[src/rtl/prog_loader_mem.sv]
// Program store for the 1-bit CPU core: loads over a valid/ready stream while holding the core in reset, then serves instructions.
// Optional parity check on the loaded program is enabled by defining LOADER_PARITY_EN.
module prog_loader_mem #(
    parameter int ADDR_W = 1,
    parameter int DATA_W = 1
) (
    input  logic              clk,
    input  logic              n_rst,
    input  logic              ld_valid,
    output logic              ld_ready,
    input  logic [DATA_W-1:0] ld_data,
    input  logic              ld_last,
    input  logic              ld_par,
    input  logic [ADDR_W-1:0] addr,
    output logic [DATA_W-1:0] data,
    output logic              cpu_n_rst,
    output logic              loaded,
    output logic              par_err
);

    localparam int DEPTH = 2 ** ADDR_W;

    typedef enum logic [1:0] {
        LOAD    = 2'd0,
        RELEASE = 2'd1,
        RUN     = 2'd2,
        ERR     = 2'd3
    } state_t;

    state_t            state;
    state_t            state_next;
    logic [DATA_W-1:0] mem [DEPTH];
    logic [ADDR_W-1:0] wr_ptr;
    logic              par_acc;
    logic              xfer;
    logic              full;
    logic              complete;
    logic              beat_par;
    logic              par_ok;

    function automatic logic parity_of(input logic [DATA_W-1:0] word);
        return ^word;
    endfunction

    assign ld_ready = (state == LOAD);
    assign xfer     = ld_valid && ld_ready;
    assign full     = (wr_ptr == ADDR_W'(DEPTH - 1));
    assign complete = xfer && (ld_last || full);
    assign beat_par = parity_of(ld_data);

`ifdef LOADER_PARITY_EN
    assign par_ok = ((par_acc ^ beat_par) == ld_par);
`else
    logic unused_par;
    assign par_ok     = 1'b1;
    assign unused_par = ld_par;
`endif

    always_ff @(posedge clk or negedge n_rst) begin
        if (!n_rst) begin
            state <= LOAD;
        end else begin
            state <= state_next;
        end
    end

    always_comb begin
        state_next = state;
        case (state)
            LOAD:    if (complete) state_next = par_ok ? RELEASE : ERR;
            RELEASE: state_next = RUN;
            RUN:     state_next = RUN;
            ERR:     state_next = ERR;
            default: state_next = LOAD;
        endcase
    end

    // Load datapath; the pointer saturates at the last entry so a full buffer never wraps.
    always_ff @(posedge clk or negedge n_rst) begin
        if (!n_rst) begin
            wr_ptr  <= '0;
            par_acc <= 1'b0;
            for (int i = 0; i < DEPTH; i++) begin
                mem[i] <= '0;
            end
        end else if (xfer) begin
            mem[wr_ptr] <= ld_data;
            par_acc     <= par_acc ^ beat_par;
            if (!full) begin
                wr_ptr <= wr_ptr + 1'b1;
            end
        end
    end

    always_ff @(posedge clk or negedge n_rst) begin
        if (!n_rst) begin
            cpu_n_rst <= 1'b0;
            loaded    <= 1'b0;
        end else begin
            cpu_n_rst <= (state_next == RUN);
            loaded    <= (state_next == RUN);
        end
    end

`ifdef LOADER_PARITY_EN
    always_ff @(posedge clk or negedge n_rst) begin
        if (!n_rst) begin
            par_err <= 1'b0;
        end else begin
            par_err <= (state_next == ERR);
        end
    end
`else
    assign par_err = 1'b0;
`endif

    assign data = (state == RUN) ? mem[addr] : '0;

endmodule

[config.mk]
export PLATFORM = sky130hd
export DESIGN_NAME = prog_loader_mem
export DESIGN_NICKNAME = d
export VERILOG_FILES = /design/src/rtl/prog_loader_mem.sv
export SDC_FILE = /design/constraint.sdc
export NUM_CORES = 1
export LEC_CHECK = 0
export ABC_AREA = 0
export CAP_MARGIN = 5
export CORE_AREA = 2 2 39 41
export DETAILED_ROUTE_END_ITERATION = 6
export DIE_AREA = 0 0 41 43
export PLACE_DENSITY_LB_ADDON = 0.12
export SYNTH_ARGS = -nofsm -noshare
export SYNTH_HDL_FRONTEND = slang
export SYNTH_SLANG_ARGS = --single-unit
[constraint.sdc]
create_clock -name clk -period 3.45 [get_ports clk]
set_clock_uncertainty 0.15 [all_clocks]
set_input_delay 0.69 -clock clk [delete_from_list [all_inputs] [get_ports clk]]
set_output_delay 0.69 -clock clk [all_outputs]
set_load 0.02 [all_outputs]
==> results of run 1 <==
critical path: stages:
cell	delay, ps
clkdlybuf4s50_1	470
mux2i_1	70
nor2b_1	110
clkdlybuf4s50_1	600
per-layer routing:
| metal | vias up | wire (um) | track usage, % | share of wire (%) |
|---|---|---|---|---|
| met5 | - | 0 | 0 | 0 |
| met4 | 0 | 24 | 12.0 | 4.9 |
| met3 | 4 | 49 | 3.66 | 9.9 |
| met2 | 10 | 185 | 8.75 | 38 |
| met1 | 80 | 235 | 9.48 | 48 |
| li1 | 101 | - | - | - |
layout by cell type (no fill, tap or decap):
cell type	count
clkdlybuf4s50_1	9
dfrtp_1	6
ha_1	4
inv_1	3
clkbuf_4	3
mux2_1	2
o21ai_0	1
nor2_1	1
a31oi_1	1
mux2i_1	1
nor2b_1	1
nand3b_1	1
nand3_1	1
a21o_2	1
conb_1	1
cells by family after synthesis:
family / Yosys count / share of synthesized area [%]
fa+ha+maj: 4 / 16.4
mux: 3 / 10.7
compound gates: 3 / 6.56
simple gates: 4 / 7.38
flops: 6 / 49.2
buf+inv: 5 / 8.60
other cells: 1 / 1.23
power by group:
group	switching [mW]	internal, mW
logic	0.00355	0.00530
registers	0	0.0706
clock network	0.0242	0.0393
stage by stage:
stage | worst slack [ps] | power [mW]
floorplan | 1510 | 0.0740
global placement | 664 | 0.0806
detailed placement | 658 | 0.0807
CTS | 652 | 0.147
global route | 609 | 0.152
finish | 667 | 0.143
state kept, by name, summed over array words and instances, names as in the netlist:
| signal | count |
|---|---|
| loaded | 1 |
| state | 2 |
| full | 1 |
| mem | 2 |
layout make-up:
| type | count | share of cell area [%] |
|---|---|---|
| well taps | 16 | 4.73 |
| clock buffers | 3 | 5.33 |
| flip-flops and latches | 6 | 35.5 |
| multi-input cells | 15 | 30.5 |
| repair buffers | 9 | 21.3 |
| inverters | 3 | 2.66 |
worst min path at each step:
stage / startpoint / endpoint / slack, ps / cells past startpoint
CTS: full / full / 340 / 1
global placement: full / full / 330 / 1
floorplan: n_rst / full / 240 / 0
detailed placement: full / full / 330 / 1
global route: mem[0] / mem[0] / 370 / 1
finish: mem[1] / mem[1] / 340 / 1
==> impl_metrics.env, run 1 <==
export IMPL_fin_setup_tns_ps=0
export IMPL_r2r_slack_ps=1960
export IMPL_syn_avg_cell_area_sq_um=11.7
export IMPL_multi_input_area_sq_um=129
export IMPL_synth_edf_count=0
export IMPL_seq_area_sq_um=150
export IMPL_nNetsFinal=49
export IMPL_core_sq_um=1380
export IMPL_ioPinCount=12
export IMPL_ant_nets=0
export IMPL_status="completed"
export IMPL_ys_flop_type="dfrtp_1"
export IMPL_dp_hpwl_um=389
export IMPL_grt_start_max_net_pins=7
export IMPL_cts_tree="done"
export IMPL_min_delay_path_class="flop to flop"
export IMPL_period_needed_ps=2780
export IMPL_die_h_um=43
export IMPL_die_area_sq_um=1760
export IMPL_htreeDepth=1
export IMPL_stdcell_area_sq_um=423
export IMPL_num_fill_cells=147
export IMPL_fp_dieW_um=41
export IMPL_rsz0062_at_grt="false"
export IMPL_avgViaCountPerCell=3.75
export IMPL_dpl_cell_area_sq_um=400
export IMPL_clkSinkCount=6
export IMPL_yosys_top_cells_area="dfrtp_1 (49%), ha_1 (16%), mux2_1 (7.4%)"
export IMPL_final_max_slew_violation_count=0
export IMPL_synth_top_cell_area_share_pct=49.2
export IMPL_rows=14
export IMPL_cts_repair_resized=0
export IMPL_synth_most_common_cell="dfrtp_1"
export IMPL_wl_per_cell_um=9.48
export IMPL_clock_latency_ps=240
export IMPL_grt_pass1_vias=200
export IMPL_ys_seq_elements=6
export IMPL_drt_pass1_iter_count=2
export IMPL_finalCoreUtilization_pct=30.6
export IMPL_totalWireLength_um=493
export IMPL_synthesis_area_sq_um=305
export IMPL_crit_arrival_ps=1940
export IMPL_setup_viol=0
export IMPL_hold_viol=0
export IMPL_timing_rr_end="mem[0]"
export IMPL_leakagePower_nw=0.197
export IMPL_clkTransAtPathRegs_ps=40
export IMPL_crit_type="primary input to primary output"
export IMPL_cts_setup_buffers=0
export IMPL_dp_cells=49
export IMPL_holdBufCountCts=0
export IMPL_crit_path_start_kind="primary input"
export IMPL_cellPowerDensity_nw_per_um2=338
export IMPL_holdWs_ps=339
export IMPL_grt_pass1_wl_um=848
export IMPL_route_detailed_drc=0
export IMPL_root_buffer="clkbuf_4"
export IMPL_required_ps=2610
export IMPL_antenna_found_initial=0
export IMPL_port_buffers=9
export IMPL_max_freq_ghz=0.359
export IMPL_numCtsBuffers=3
export IMPL_critPathCaptureType="primary output"
export IMPL_ys_top_cells_by_count="dfrtp_1 (6), ha_1 (4), inv_1 (3)"
export IMPL_gp_congestion=0.706
export IMPL_initial_utilization_pct=22.1
export IMPL_area_delta_synth_final_pct=38.5
export IMPL_crit_start="addr"
export IMPL_insertedDiodeCount=0
export IMPL_syn_inst=26
export IMPL_synth_top_area_cell="dfrtp_1"
export IMPL_finalCritPeriodShare_pct=80.7
export IMPL_endpoint="data"
export IMPL_r2r_start="state[0]"
export IMPL_cap_viol_max_count=0
export IMPL_fin_cells=52
export IMPL_drt_iter0_markers=1
export IMPL_overflow=0
export IMPL_yosysUniqueCellTypes=14
export IMPL_synth_warnings=0
export IMPL_grtUsageTotal_pct=8.27
export IMPL_clockBufferDepth=2
export IMPL_ir_worst_vdd_mv=0.100
export IMPL_path_max_fanout=1
export IMPL_reg2reg_depth=4
export IMPL_synthArstFlopShare_pct=100
export IMPL_drive_above_1_share_pct=11.1
export IMPL_mappedNetlistNets=37
export IMPL_vias=195
export IMPL_ys_seq_area_share_pct=49.2
Power figures use the tool's default switching activity.
==> inputs of run 2 (changes only) <==
==> constraint.sdc (replaced) <==
create_clock -name clk -period 2.7 [get_ports clk]
set_clock_uncertainty 0.15 [all_clocks]
set_input_delay 0.54 -clock clk [delete_from_list [all_inputs] [get_ports clk]]
set_output_delay 0.54 -clock clk [all_outputs]
set_load 0.02 [all_outputs]
==> results of run 2 <==
The final DEF is identical to that of run 1. Status: completed.
Among the figures that moved: setup slack after placement 658 ps -> 208 ps; setup slack after layout 667 ps -> 217 ps; register-to-register setup slack 1960 ps -> 1210 ps; total power 0.143 mW -> 0.183 mW; worst IR drop on VDD 0.100 mV -> 0.128 mV
==> inputs of run 3 (changes only) <==
==> constraint.sdc (replaced) <==
create_clock -name clk -period 2.7 [get_ports clk]
set_clock_uncertainty 0.15 [all_clocks]
set_input_delay 0.81 -clock clk [delete_from_list [all_inputs] [get_ports clk]]
set_output_delay 0.81 -clock clk [all_outputs]
set_load 0.02 [all_outputs]
==> run 3 against run 2 <==
  * Critical path type unchanged
  * Cell area decreased by 0.59%
  * Critical endpoint unchanged
  * Die area unchanged
  * Largest cell class unchanged
  * Total power about the same
  * Flip-flop and latch count unchanged
  * First-iteration DRC count unchanged
  * Wire length increased by 0.41%
  * Final cell count unchanged
  * Maximum frequency decreased by 5.8%
  * Register-to-register slack about the same
  * Critical path depth unchanged
  * Setup slack got worse by 150 ps
==> impl_metrics.env, run 3 (same netlist as run 1, synthesis figures left out) <==
export IMPL_crit_type="primary input to primary output"
export IMPL_grt_pass1_vias=200
export IMPL_totalWireLength_um=495
export IMPL_ant_nets=0
export IMPL_layout_setup_ws_ps=64.6
export IMPL_dpl_cell_area_sq_um=400
export IMPL_path_cells="clkdlybuf4s50_1, mux2i_1, nor2b_1, buf_2"
export IMPL_wl_per_cell_um=9.52
export IMPL_rows=14
export IMPL_top_regs="mem: 2 flops, state: 2 flops"
export IMPL_root_buffer="clkbuf_4"
export IMPL_avgViaCountPerCell=3.75
export IMPL_vias=195
export IMPL_die_area_sq_um=1760
export IMPL_drive_above_1_share_pct=13.9
export IMPL_crit_arrival_ps=1680
export IMPL_area_delta_synth_final_pct=37.7
export IMPL_period_needed_ps=2640
export IMPL_crit_path_start_kind="primary input"
export IMPL_numCtsBuffers=3
export IMPL_finalCoreUtilization_pct=30.4
export IMPL_place_ws_ps=-332
export IMPL_initial_utilization_pct=22.1
export IMPL_path_max_fanout=1
export IMPL_cellPowerDensity_nw_per_um2=434
export IMPL_cap_viol_max_count=0
export IMPL_grt_start_max_net_pins=7
export IMPL_rsz0062_at_grt="false"
export IMPL_gp_congestion=0.706
export IMPL_slowest_delay_ps=470
export IMPL_p_int_mw=0.147
export IMPL_htreeDepth=1
export IMPL_dp_hpwl_um=389
export IMPL_num_fill_cells=147
export IMPL_p_switching_mw=0.0354
export IMPL_final_max_slew_violation_count=0
export IMPL_switching_share_pct=19.4
export IMPL_final_cell_mix="clkdlybuf4s50_1 (7), dfrtp_1 (6), ha_1 (4)"
export IMPL_drt_pass1_iter_count=2
export IMPL_cts_tree="done"
export IMPL_drt_iter0_markers=1
export IMPL_fp_dieW_um=41
export IMPL_leakagePower_nw=0.218
export IMPL_overflow=0
export IMPL_nNetsFinal=49
export IMPL_clkTransAtPathRegs_ps=40
export IMPL_ioPinCount=12
export IMPL_min_delay_path_class="flop to flop"
export IMPL_ir_worst_vdd_mv=0.128
export IMPL_port_buffers=9
export IMPL_finalCritPeriodShare_pct=97.6
export IMPL_holdBufCountCts=0
export IMPL_core_sq_um=1380
export IMPL_clkSinkCount=6
export IMPL_pwr_share_seq_pct=49.4
export IMPL_status="completed"
export IMPL_crit_path_top_delay_cell="clkdlybuf4s50_1"
export IMPL_insertedDiodeCount=0
export IMPL_die_h_um=43
export IMPL_grtUsageTotal_pct=8.27
export IMPL_max_freq_ghz=0.379
export IMPL_hold_viol=0
export IMPL_required_ps=1740
export IMPL_clock_latency_ps=240
export IMPL_clkPwrFrac_pct=44.4
export IMPL_clockBufferDepth=2
export IMPL_critPathCaptureType="primary output"
export IMPL_grt_pass1_wl_um=848
export IMPL_power_frac_comb_pct=6.2
export IMPL_route_detailed_drc=0
export IMPL_stdcell_area_sq_um=420
export IMPL_antenna_found_initial=0
export IMPL_setup_viol=0
export IMPL_final_common_cell="clkdlybuf4s50_1"
-- run 3: routing by layer --
| metal | vias up | global-route usage, % | share of wire (%) |
|---|---|---|---|
| met5 | - | 0 | 0 |
| met4 | 0 | 12.0 | 4.8 |
| met3 | 4 | 3.66 | 9.9 |
| met2 | 10 | 8.75 | 37 |
| met1 | 80 | 9.48 | 47 |
| li1 | 101 | - | - |
-- run 3: metrics by stage --
stage                     total power [mW]  cells  hold slack [ps]  setup TNS [ps]
after floorplan                     0.0945     26              313               0
after global placement               0.103     49              325            -326
after detailed placement             0.103     49              334            -332
after CTS                            0.187     52              343               0
after global routing                 0.194     52              375               0
final                                0.183     52              339               0
-- run 3: final timing paths --
check	cells past startpoint	to	slack (ps)	start
max	4	data	60	addr
min	1	mem[1]	340	mem[1]
max reg2reg	4	mem[0]	1220	state[0]
min reg2reg	1	mem[1]	340	mem[1]
max in group asynchronous	1	state[0]	1520	n_rst
min in group asynchronous	1	mem[1]	660	n_rst
-- run 3: layout make-up --
cell class | count | area [sq um] | area share [%]
Clock buffer | 3 | 22.5 | 5.36
Tap cell | 16 | 20.0 | 4.76
Sequential cell | 6 | 150 | 35.7
Inverter | 3 | 11.3 | 2.68
Multi-Input combinational cell | 15 | 129 | 30.7
Timing Repair Buffer | 9 | 87.6 | 20.8
-- run 3: critical path, delay by kind of cell --
kind          cells  cell delay (ps)
mux               1              180
simple gates      1               60
buf+inv           2              620
-- run 3: timing repair --
action,4_1_cts,5_1_grt
hold endpoints to repair,0,0
pin swaps,0,0
gates resized for setup,4,1
buffers inserted,0,0
endpoints found under the setup margin,1,1
-- run 3: power groups by stage --
stage | Clock (mW) | Combinational, mW | Sequential (mW)
after global placement | 0 | 0.0114 | 0.0916
after detailed placement | 0 | 0.0116 | 0.0916
final | 0.0810 | 0.0113 | 0.0903
after floorplan | 0 | 0.00295 | 0.0916
after global routing | 0.0916 | 0.0125 | 0.0900
after CTS | 0.0856 | 0.0116 | 0.0902
